File: src/rtl/pulse_meter.sv
// Pulse-train meter: reports high width and period (in clock cycles) of a synchronised input.
// Optional glitch filter enabled by defining PULSE_METER_GLITCH_FILTER_EN (requires FILTER_LEN >= 2).
module pulse_meter #(
    parameter int WIDTH      = 8,
    parameter int FILTER_LEN = 2
) (
    input  logic             clock,
    input  logic             reset,
    input  logic             signal_in,
    input  logic             enable,
    output logic [WIDTH-1:0] high_width,
    output logic [WIDTH-1:0] period,
    output logic             valid,
    output logic             overflow,
    output logic             level
);

    typedef enum logic [1:0] {IDLE, HIGH, LOW} state_t;

    localparam logic [WIDTH-1:0] CMAX = '1;
    localparam logic [WIDTH-1:0] ONE  = WIDTH'(1);

    logic sync1, sync2, s, s_d, rise, fall;

    always_ff @(posedge clock) begin
        if (reset) begin
            sync1 <= 1'b0;
            sync2 <= 1'b0;
            s_d   <= 1'b0;
        end else begin
            sync1 <= signal_in;
            sync2 <= sync1;
            s_d   <= s;
        end
    end

`ifdef PULSE_METER_GLITCH_FILTER_EN
    // Previous synchroniser samples, newest in bit 0; s follows sync2 only once all agree.
    logic [FILTER_LEN-2:0] hist;
    logic                  agree;

    always_ff @(posedge clock) begin
        if (reset) begin
            hist <= '0;
        end else begin
            hist[0] <= sync2;
            for (int unsigned i = 1; i < FILTER_LEN - 1; i++)
                hist[i] <= hist[i-1];
        end
    end

    assign agree = sync2 ? (&hist) : ~(|hist);
    assign s     = agree ? sync2 : s_d;
`else
    assign s = sync2;
`endif

    assign rise  = s & ~s_d;
    assign fall  = ~s & s_d;
    assign level = s;

    state_t           state, state_n;
    logic [WIDTH-1:0] cnt, cnt_n, inc, hw, hw_n;
    logic [WIDTH-1:0] high_width_n, period_n;
    logic             sat, sat_n, overflow_n, valid_n;

    assign inc = (cnt == CMAX) ? CMAX : cnt + ONE;

    always_comb begin
        state_n      = state;
        cnt_n        = cnt;
        hw_n         = hw;
        sat_n        = sat;
        high_width_n = high_width;
        period_n     = period;
        overflow_n   = overflow;
        valid_n      = 1'b0;
        if (!enable) begin
            state_n = IDLE;
            cnt_n   = '0;
            sat_n   = 1'b0;
        end else begin
            case (state)
                IDLE: begin
                    if (rise) begin
                        state_n = HIGH;
                        cnt_n   = ONE;
                        sat_n   = 1'b0;
                    end
                end
                HIGH: begin
                    cnt_n = inc;
                    sat_n = sat | (inc == CMAX);
                    if (fall) begin
                        hw_n    = cnt;
                        state_n = LOW;
                    end
                end
                LOW: begin
                    if (rise) begin
                        period_n     = cnt;
                        high_width_n = hw;
                        overflow_n   = sat;
                        valid_n      = 1'b1;
                        cnt_n        = ONE;
                        sat_n        = 1'b0;
                        state_n      = HIGH;
                    end else begin
                        cnt_n = inc;
                        sat_n = sat | (inc == CMAX);
                    end
                end
                default: state_n = IDLE;
            endcase
        end
    end

    always_ff @(posedge clock) begin
        if (reset) begin
            state      <= IDLE;
            cnt        <= '0;
            hw         <= '0;
            sat        <= 1'b0;
            high_width <= '0;
            period     <= '0;
            overflow   <= 1'b0;
            valid      <= 1'b0;
        end else begin
            state      <= state_n;
            cnt        <= cnt_n;
            hw         <= hw_n;
            sat        <= sat_n;
            high_width <= high_width_n;
            period     <= period_n;
            overflow   <= overflow_n;
            valid      <= valid_n;
        end
    end

endmodule
File: config.mk
export PLATFORM = sky130hd
export DESIGN_NAME = pulse_meter
export DESIGN_NICKNAME = d
export VERILOG_FILES = /design/src/rtl/pulse_meter.sv
export SDC_FILE = /design/constraint.sdc
export NUM_CORES = 1
export LEC_CHECK = 0
export BUFFER_PORTS_ARGS = -buffer_cell sky130_fd_sc_hd__buf_2
export CAP_MARGIN = 20
export CORE_MARGIN = 5
export CORE_UTILIZATION = 52
export CTS_CLUSTER_DIAMETER = 80
export DETAILED_ROUTE_END_ITERATION = 6
export MAX_ROUTING_LAYER = met4
export PLACE_DENSITY = 0.74
export SKIP_CTS_REPAIR_TIMING = 1
export SYNTH_ARGS = -nofsm -noshare
export SYNTH_HDL_FRONTEND = slang
export SYNTH_SLANG_ARGS = --single-unit
File: constraint.sdc
create_clock -name clock -period 2.8 [get_ports clock]
set_clock_uncertainty 0.1 [all_clocks]
set_input_delay 0.7 -clock clock [delete_from_list [all_inputs] [get_ports clock]]
set_output_delay 0.7 -clock clock [all_outputs]
set_load 0.1 [all_outputs]
After elaboration in Yosys (flattened, before gate mapping)
Index checks and enable logic that the tools add are counted.
{"block": "op_classes", "n_eq_ne": 7, "mux": 11, "n_bitwise": 7, "n_reduce_logical": 9, "n_addsub": 1}
{"cell": "two-way mux 8 bit", "count": 3}
{"cell": "case mux 8 bit (3 select lines)", "count": 1}
{"cell": "equality test 8 bit, second input constant", "count": 2}
{"cell": "adder 8 x 1 -> 8 bit, second input constant", "count": 1}
{"cell": "AND reduction 3 bit", "count": 2}
{"cell": "two-way mux 2 bit", "count": 2}
{"cell": "inequality test 2 bit, second input constant", "count": 2}
{"cell": "NOT 1 bit", "count": 4}
{"cell": "case mux 2 bit (2 select lines)", "count": 1}
{"cell": "AND reduction 2 bit", "count": 2}
{"cell": "OR reduction 2 bit", "count": 2}
{"cell": "two-way mux 1 bit", "count": 3}
{"cell": "case mux 1 bit (3 select lines)", "count": 1}
{"cell": "nonzero test 3 bit", "count": 1}
{"cell": "OR reduction 3 bit", "count": 1}
{"cell": "bitwise AND 1 bit", "count": 2}
{"cell": "equality test 2 x 1 -> 1 bit, second input constant", "count": 1}
{"cell": "equality test 2 bit, second input constant", "count": 1}
{"cell": "zero test 2 bit", "count": 1}
{"cell": "inequality test 2 x 1 -> 1 bit, second input constant", "count": 1}
{"cell": "OR 1 bit", "count": 1}
{"block": "word_totals", "input_bits": 4, "wordCells": 46, "regBits": 40, "out_inout_bits": 19}

Longest topological paths before layout
Gate-level depths: netlist of the first run.
{"block": "depth", "word_depth": 6, "ltp_mapped": 7, "mapped_depth_nobuf": 6}

Least setup slack after synthesis of the first run
OpenSTA, ideal clock, no wires.
{"block": "synth_timing", "path_type": "reg2reg", "startpoint": "register sync2, in the netlist level", "endpoint": "register period[7]", "slack_ps": 732, "path_stages_with_launch": 7, "required_ps": 2630, "t_arrival_ps": 1897, "path_cell_list": "dfxtp_1 -> and2b_4 -> and3_1 -> buf_2 -> buf_4 -> nand2_1 -> a21oi_1"}
{"block": "synth_via", "elab_chain_cells": 2}
{"element": "from (decl)", "line_no": "23", "rtl": "logic sync1, sync2, s, s_d, rise, fall;"}
{"element": "from (signal assigned)", "line_no": "32", "rtl": "sync2 <= sync1;"}
{"element": "bitwise AND 1 bit", "line_no": "58", "rtl": "assign rise = s & ~s_d;"}
{"element": "AND reduction 3 bit (no line)"}
{"element": "to (signal assigned)", "line_no": "134", "rtl": "period <= period_n;"}
{"element": "to (decl)", "line_no": "12", "rtl": "output logic [WIDTH-1:0] period,"}
Every way passes these cells.
A chain may end at the register's enable or synchronous reset.

Worst setup path in the final report of the first run
{"block": "layout_timing", "startpoint": "register sync2, in the netlist level", "endpoint": "output port level"}
{"element": "to (decl)", "line_no": "15", "rtl": "output logic level"}
No word-level cell between the ends.

==> metrics.md, run 1 <==
| Metric | Value |
|---|---|
| Multi-input combinational cell area | 868.3 sq um |
| Worst-path clk slew | 120 ps |
| Most common cell after layout, fill and taps aside | nand2_1 |
| Top_reg_cell synth | dfxtp_1 |
| CP max stage cell | buf_2 |
| GRT Total Usage | 0.1766 |
| Routed len/inst | 13.23 um |
| R2r setup slk | 890 ps |
| Initial DRT Pass Iterations | 4 |
| Outcome | complete, no violations |
| Critical path's largest stage delay | 450 ps |
| Worst Reg-to-Reg Cells | 5 |
| Vias | 1491 |
| Root Driver | clkbuf_4 |
| DR DRC count | 0 |
| Worst hold endpoint | level$_SDFF_PP0_ |
| Slew margin rel. | 0.5617 |
| Placed Cells | 272 |
| H-tree levels | 2 |
| Diode count | 0 |
| CP Launch Type | flop |
| Sequential Area | 800.8 sq um |
| WHS Path Cells | 1 |
| CP max FO | 5 |
| Crit path arrival time | 1200 ps |
| Commonest cells after routing, fill and taps aside | 60 x nand2_1, 40 x dfxtp_1, 31 x a21oi_1 |
| Number of global-route vias before repair | 1263 |
| Synth Cell Area | 1768 sq um |
| Core Util, Final | 0.5745 |
| Die ar. | 4666 sq um |
| Critical Path RT | 2000 ps |
| Hold Crit Class | flop to flop |
| Final setup fails | 0 |
| Clock sinks | 40 |
| Post-Syn Instances | 217 |
| RSZ-0062 raised after global routing | false |
| Longest Clk Path Bufs | 2 |
| Post-detail-place hpwl | 2474 um |
| Final hold violations | 0 |
| Cell family with most CP delay | buffers and inverters |
| Post-synth top area share | 0.4529 |
| Overall routed net length | 3690 um |
| Nets | 241 |
| Setup_tns | 0 ps |
| CP bufs+invs | 1 |
| Hold Path Origin | sync1$_SDFF_PP0_ |
| Syn_nets | 225 |
| Largest area contributor in the netlist | dfxtp_1 |
| PD cells | 464.7 nW/um^2 |
| Synth-to-Final Area Change | 7.572% |
| First-pass GRT wire length | 5996 um |
| Unique cell type count in the Yosys netlist | 41 |
| I/O Buffers | 22 |
| Worst r2r src | state[1]$_SDFFE_PP0P_ |
| Final Non-Filler Cells | 279 |
| Die width | 68.31 um |
| Period Utilization, post-route | 0.7145 |
| CP Capture Type | primary output |
| Vias/cell | 5.344 |
| Gp weighted congestion | 0.8505 |
| Worst r2r dst | cnt[6]$_SDFFE_PP0P_ |
| EDFF count, synth | 0 |
| P_leak | 0.0006757 uW |
| # fillers | 337 |
| Placement row count | 21 |
| Final ANT Viol Nets | 0 |
| Worst Path Class, Setup | flop to primary output |
| Grt total ovfl | 0 |
| CTS tree | done |
| Max Cap Viol | 0 |
| Layout cells sized above 1 | 0.1631 |
| Async SR Flop Fraction | 0 |
| Initial core utilization | 0.5340 |
| I/O pin count | 23 |
| Synth Register Bits | 40 |
| Max Fclk | 0.4999 GHz |
| Final Max Tran Viols | 0 |
| Die Y | 68.31 um |
| Cts bufs inserted | 5 |
| Post-synthesis sequential area ratio | 0.4529 |
| Core box area | 3311 sq um |
| Initial antenna violation count | 0 |
| Largest net degree at the start of global routing | 32 |
| Period minus WS final | 2000 ps |
| Syn avg cell area | 8.147 sq um |
| Skew-Pair Late Insertion Delay | 340 ps |
| Worst slew pin tran | 655.6 ps |
| CP cell instances | buf_2 |
| DR iter-0 viols | 132 |
| Yosys Warn Count | 0 |
| Top cells by area, synth | dfxtp_1 45%, nand2_1 13%, a21oi_1 8.8% |
| Worst vdd ir | 0.0003575 V |
## through the flow
| stage | setup WS, ps | power, uW | hold slack, ps | cell area (sq um) |
|---|---|---|---|---|
| 6_report | 799.5 | 883.7 | 353.2 | 1902 |
| 3_5_place_dp | 595.4 | 620.0 | 327.8 | 1852 |
| 2_1_floorplan | 732.3 | 613.4 | 313.8 | 1768 |
| 4_1_cts | 775.9 | 888.2 | 355.9 | 1902 |
| 3_3_place_gp | 606.8 | 619.8 | 319.8 | 1852 |
| 5_1_grt | 719.6 | 921.4 | 373.0 | 1902 |
## per-layer routing
layer | track usage | vias up | routed length (um)
li1 | - | 778 | -
met1 | 0.2326 | 660 | 1765
met2 | 0.2539 | 47 | 1649
met3 | 0.06076 | 6 | 226
met4 | 0.05459 | 0 | 48
met5 | - | - | 0
## kinds of logic after synthesis
kind of cell | count (synthesis) | synth area share
flip-flops | 40 | 0.4529
buffers and inverters | 17 | 0.05590
XOR/XNOR | 1 | 0.004955
multiplexers | 1 | 0.01274
AND/OR/NAND/NOR | 101 | 0.2668
adder cells (fa/ha/maj) | 4 | 0.02831
AO/OA/AOI/OAI | 53 | 0.1783
## flip-flops by register name, indices dropped and copies added (netlist names), 2 cells and up
| name | count |
|---|---|
| cnt | 8 |
| state | 2 |
| hw | 8 |
| period | 8 |
| high_width | 8 |
## final cells by class
| class | count | area share |
|---|---|---|
| Inverter | 4 | 0.007895 |
| Sequential cell | 40 | 0.4211 |
| Clock buffer | 5 | 0.01974 |
| Tap cell | 46 | 0.03026 |
| Timing Repair Buffer | 22 | 0.05790 |
| Multi-Input combinational cell | 160 | 0.4566 |
| Clock inverter | 2 | 0.006579 |
## power by group
group / switching (uW) / internal, uW
Clock: 184 / 91.6
Sequential: 1.83 / 571
Combinational: 25.2 / 9.71
## cell usage after synthesis, types with 3 or more instances
| cell type | count |
|---|---|
| nand2_1 | 60 |
| dfxtp_1 | 40 |
| a21oi_1 | 31 |
| a31oi_1 | 7 |
| nor2b_1 | 7 |
| nor2_1 | 6 |
| nor3_1 | 6 |
| nand3_1 | 5 |
| buf_2 | 4 |
| clkbuf_1 | 4 |
| ha_1 | 4 |
| inv_1 | 4 |
| and3_1 | 3 |
| buf_6 | 3 |
| o21ai_0 | 3 |
## how the worst max path moves through the flow
stage	startpoint	to	slack (ps)	depth (start not counted)
after CTS	level$_SDFF_PP0_	level	780	1
final	level$_SDFF_PP0_	level	800	1
after floorplan	level$_SDFF_PP0_	period[7]$_SDFFE_PP0P_	730	6
after detailed placement	reset	sat$_SDFFE_PP0P_	600	5
after global placement	reset	sat$_SDFFE_PP0P_	610	5
after global routing	level$_SDFF_PP0_	level	720	1
Note: power is estimated with default switching activity, not from simulation.
==> run 2, diff against run 1 <==
clock period = 1.9 ns   (was 2.8 ns; I/O delays follow)
==> metrics.md, run 2 (same netlist as run 1, synthesis figures left out) <==
| Metric | Value |
|---|---|
| Outcome | complete, no violations |
| CP bufs+invs | 1 |
| Critical path's largest stage delay | 430 ps |
| Clock sinks | 40 |
| Critical path depth | 1 |
| P_leak | 0.0007546 uW |
| CP max FO | 5 |
| Placement row count | 21 |
| Crit path arrival time | 1170 ps |
| RSZ-0062 raised after global routing | false |
| Worst-path clk slew | 120 ps |
| CP Capture Type | primary output |
| Worst vdd ir | 0.0004912 V |
| Initial core utilization | 0.5340 |
| Worst r2r dst | cnt[6]$_SDFFE_PP0P_ |
| Die ar. | 4666 sq um |
| I/O Buffers | 22 |
| Number of global-route vias before repair | 1415 |
| Sequential Area | 802.0 sq um |
| Longest Clk Path Bufs | 2 |
| Critical Path RT | 1320 ps |
| Final hold violations | 0 |
| CP Launch Type | flop |
| Initial DRT Pass Iterations | 4 |
| Post-detail-place hpwl | 2677 um |
| R2r setup slk | 220 ps |
| Cts bufs inserted | 5 |
| Period minus WS final | 1743 ps |
| Final Max Tran Viols | 0 |
| Largest net degree at the start of global routing | 31 |
| Setup_tns | 0 ps |
| Cell family with most CP delay | buffers and inverters |
| Die Y | 68.31 um |
| PD cells | 739.9 nW/um^2 |
| GRT Total Usage | 0.1851 |
| Crit path capture | level |
| Max Fclk | 0.5737 GHz |
| H-tree levels | 2 |
| Diode count | 0 |
| # fillers | 332 |
| Routed len/inst | 12.81 um |
| Grt total ovfl | 0 |
| Worst Reg-to-Reg Cells | 6 |
| CP cell instances | buf_2 |
| Layout cells sized above 1 | 0.2082 |
| Nets | 252 |
| Die width | 68.31 um |
| CP startpoint | level$_SDFF_PP0_ |
| CP max stage cell | buf_2 |
| Max Cap Viol | 0 |
| Hold Crit Class | input port to flop |
| Root Driver | clkbuf_4 |
| Final setup fails | 0 |
| Core Util, Final | 0.6119 |
| I/O pin count | 23 |
| Vias | 1588 |
| Worst r2r src | state[1]$_SDFFE_PP0P_ |
| Fin area | 2026 sq um |
| Worst Path Class, Setup | flop to primary output |
| CTS tree | done |
| Multi-input combinational cell area | 868.3 sq um |
| Core box area | 3311 sq um |
| Gp weighted congestion | 0.8924 |
| Slew margin rel. | 0.6774 |
| Vias/cell | 5.457 |
| Period Utilization, post-route | 0.9174 |
| Worst slew pin tran | 487.2 ps |
| Final ANT Viol Nets | 0 |
| Most common cell after layout, fill and taps aside | nand2_1 |
| Synth-to-Final Area Change | 14.58% |
| Initial antenna violation count | 0 |
| Placed inst area | 1936 sq um |
| DR DRC count | 0 |
| Commonest cells after routing, fill and taps aside | 60 x nand2_1, 39 x dfxtp_1, 31 x a21oi_1 |
| Skew-Pair Late Insertion Delay | 350 ps |
| Overall routed net length | 3728 um |
| DR iter-0 viols | 83 |
| First-pass GRT wire length | 6334 um |
-- run 2: cell count changes in the layout (fill, tap and decap cells not counted), sizes merged --
cell | before | now
clkinvlp | 1 | 0
buf | 22 | 33
bufinv | 0 | 1
clkbuf | 5 | 6
-- run 2: stage by stage --
step | total power (uW) | hold slack [ps] | setup WS, ps | cells
finish | 1499 | 226.8 | 156.9 | 291
floorplan | 904.2 | 313.7 | 187.1 | 217
global route | 1566 | 243.6 | 67.69 | 291
detailed placement | 918.2 | 334.0 | 258.3 | 283
global placement | 917.9 | 324.9 | 311.1 | 283
CTS | 1515 | 220.5 | 143.8 | 291
-- run 2: where the power goes --
group          internal, uW  switching, uW  total (uW)
Clock                   315            284         599
Sequential              842           2.64         845
Combinational          17.2           37.6        54.8
-- run 2: worst register-to-register path: cells and delay by family, from the launching register on --
family	cells	cell delay [ps]
flip-flops	1	370
AO/OA/AOI/OAI	2	350
adder cells (fa/ha/maj)	1	330
buffers and inverters	2	280
AND/OR/NAND/NOR	1	170
-- run 2: worst min-delay path by stage --
stage | from | end | slack [ps] | cells after the start
after floorplan | sync1$_SDFF_PP0_ | level$_SDFF_PP0_ | 310 | 1
after global placement | sync1$_SDFF_PP0_ | level$_SDFF_PP0_ | 320 | 1
after detailed placement | sync1$_SDFF_PP0_ | level$_SDFF_PP0_ | 330 | 1
after CTS | signal_in | sync1$_SDFF_PP0_ | 220 | 2
after global routing | signal_in | sync1$_SDFF_PP0_ | 240 | 2
final | signal_in | sync1$_SDFF_PP0_ | 230 | 2
-- run 2: cell type report --
type | count | area share
well taps | 46 | 0.02841
flip-flops and latches | 40 | 0.3959
multi-input cells | 160 | 0.4287
clock buffers | 6 | 0.02532
clock inverters | 2 | 0.01915
repair buffers | 33 | 0.09512
inverters | 4 | 0.007412
-- run 2: metal layers --
metal / vias to the layer above / wire [um] / track usage
li1: 805 / - / -
met1: 734 / 1656 / 0.2294
met2: 37 / 1798 / 0.2852
met3: 12 / 183 / 0.04105
met4: 0 / 90 / 0.08685
met5: - / 0 / -
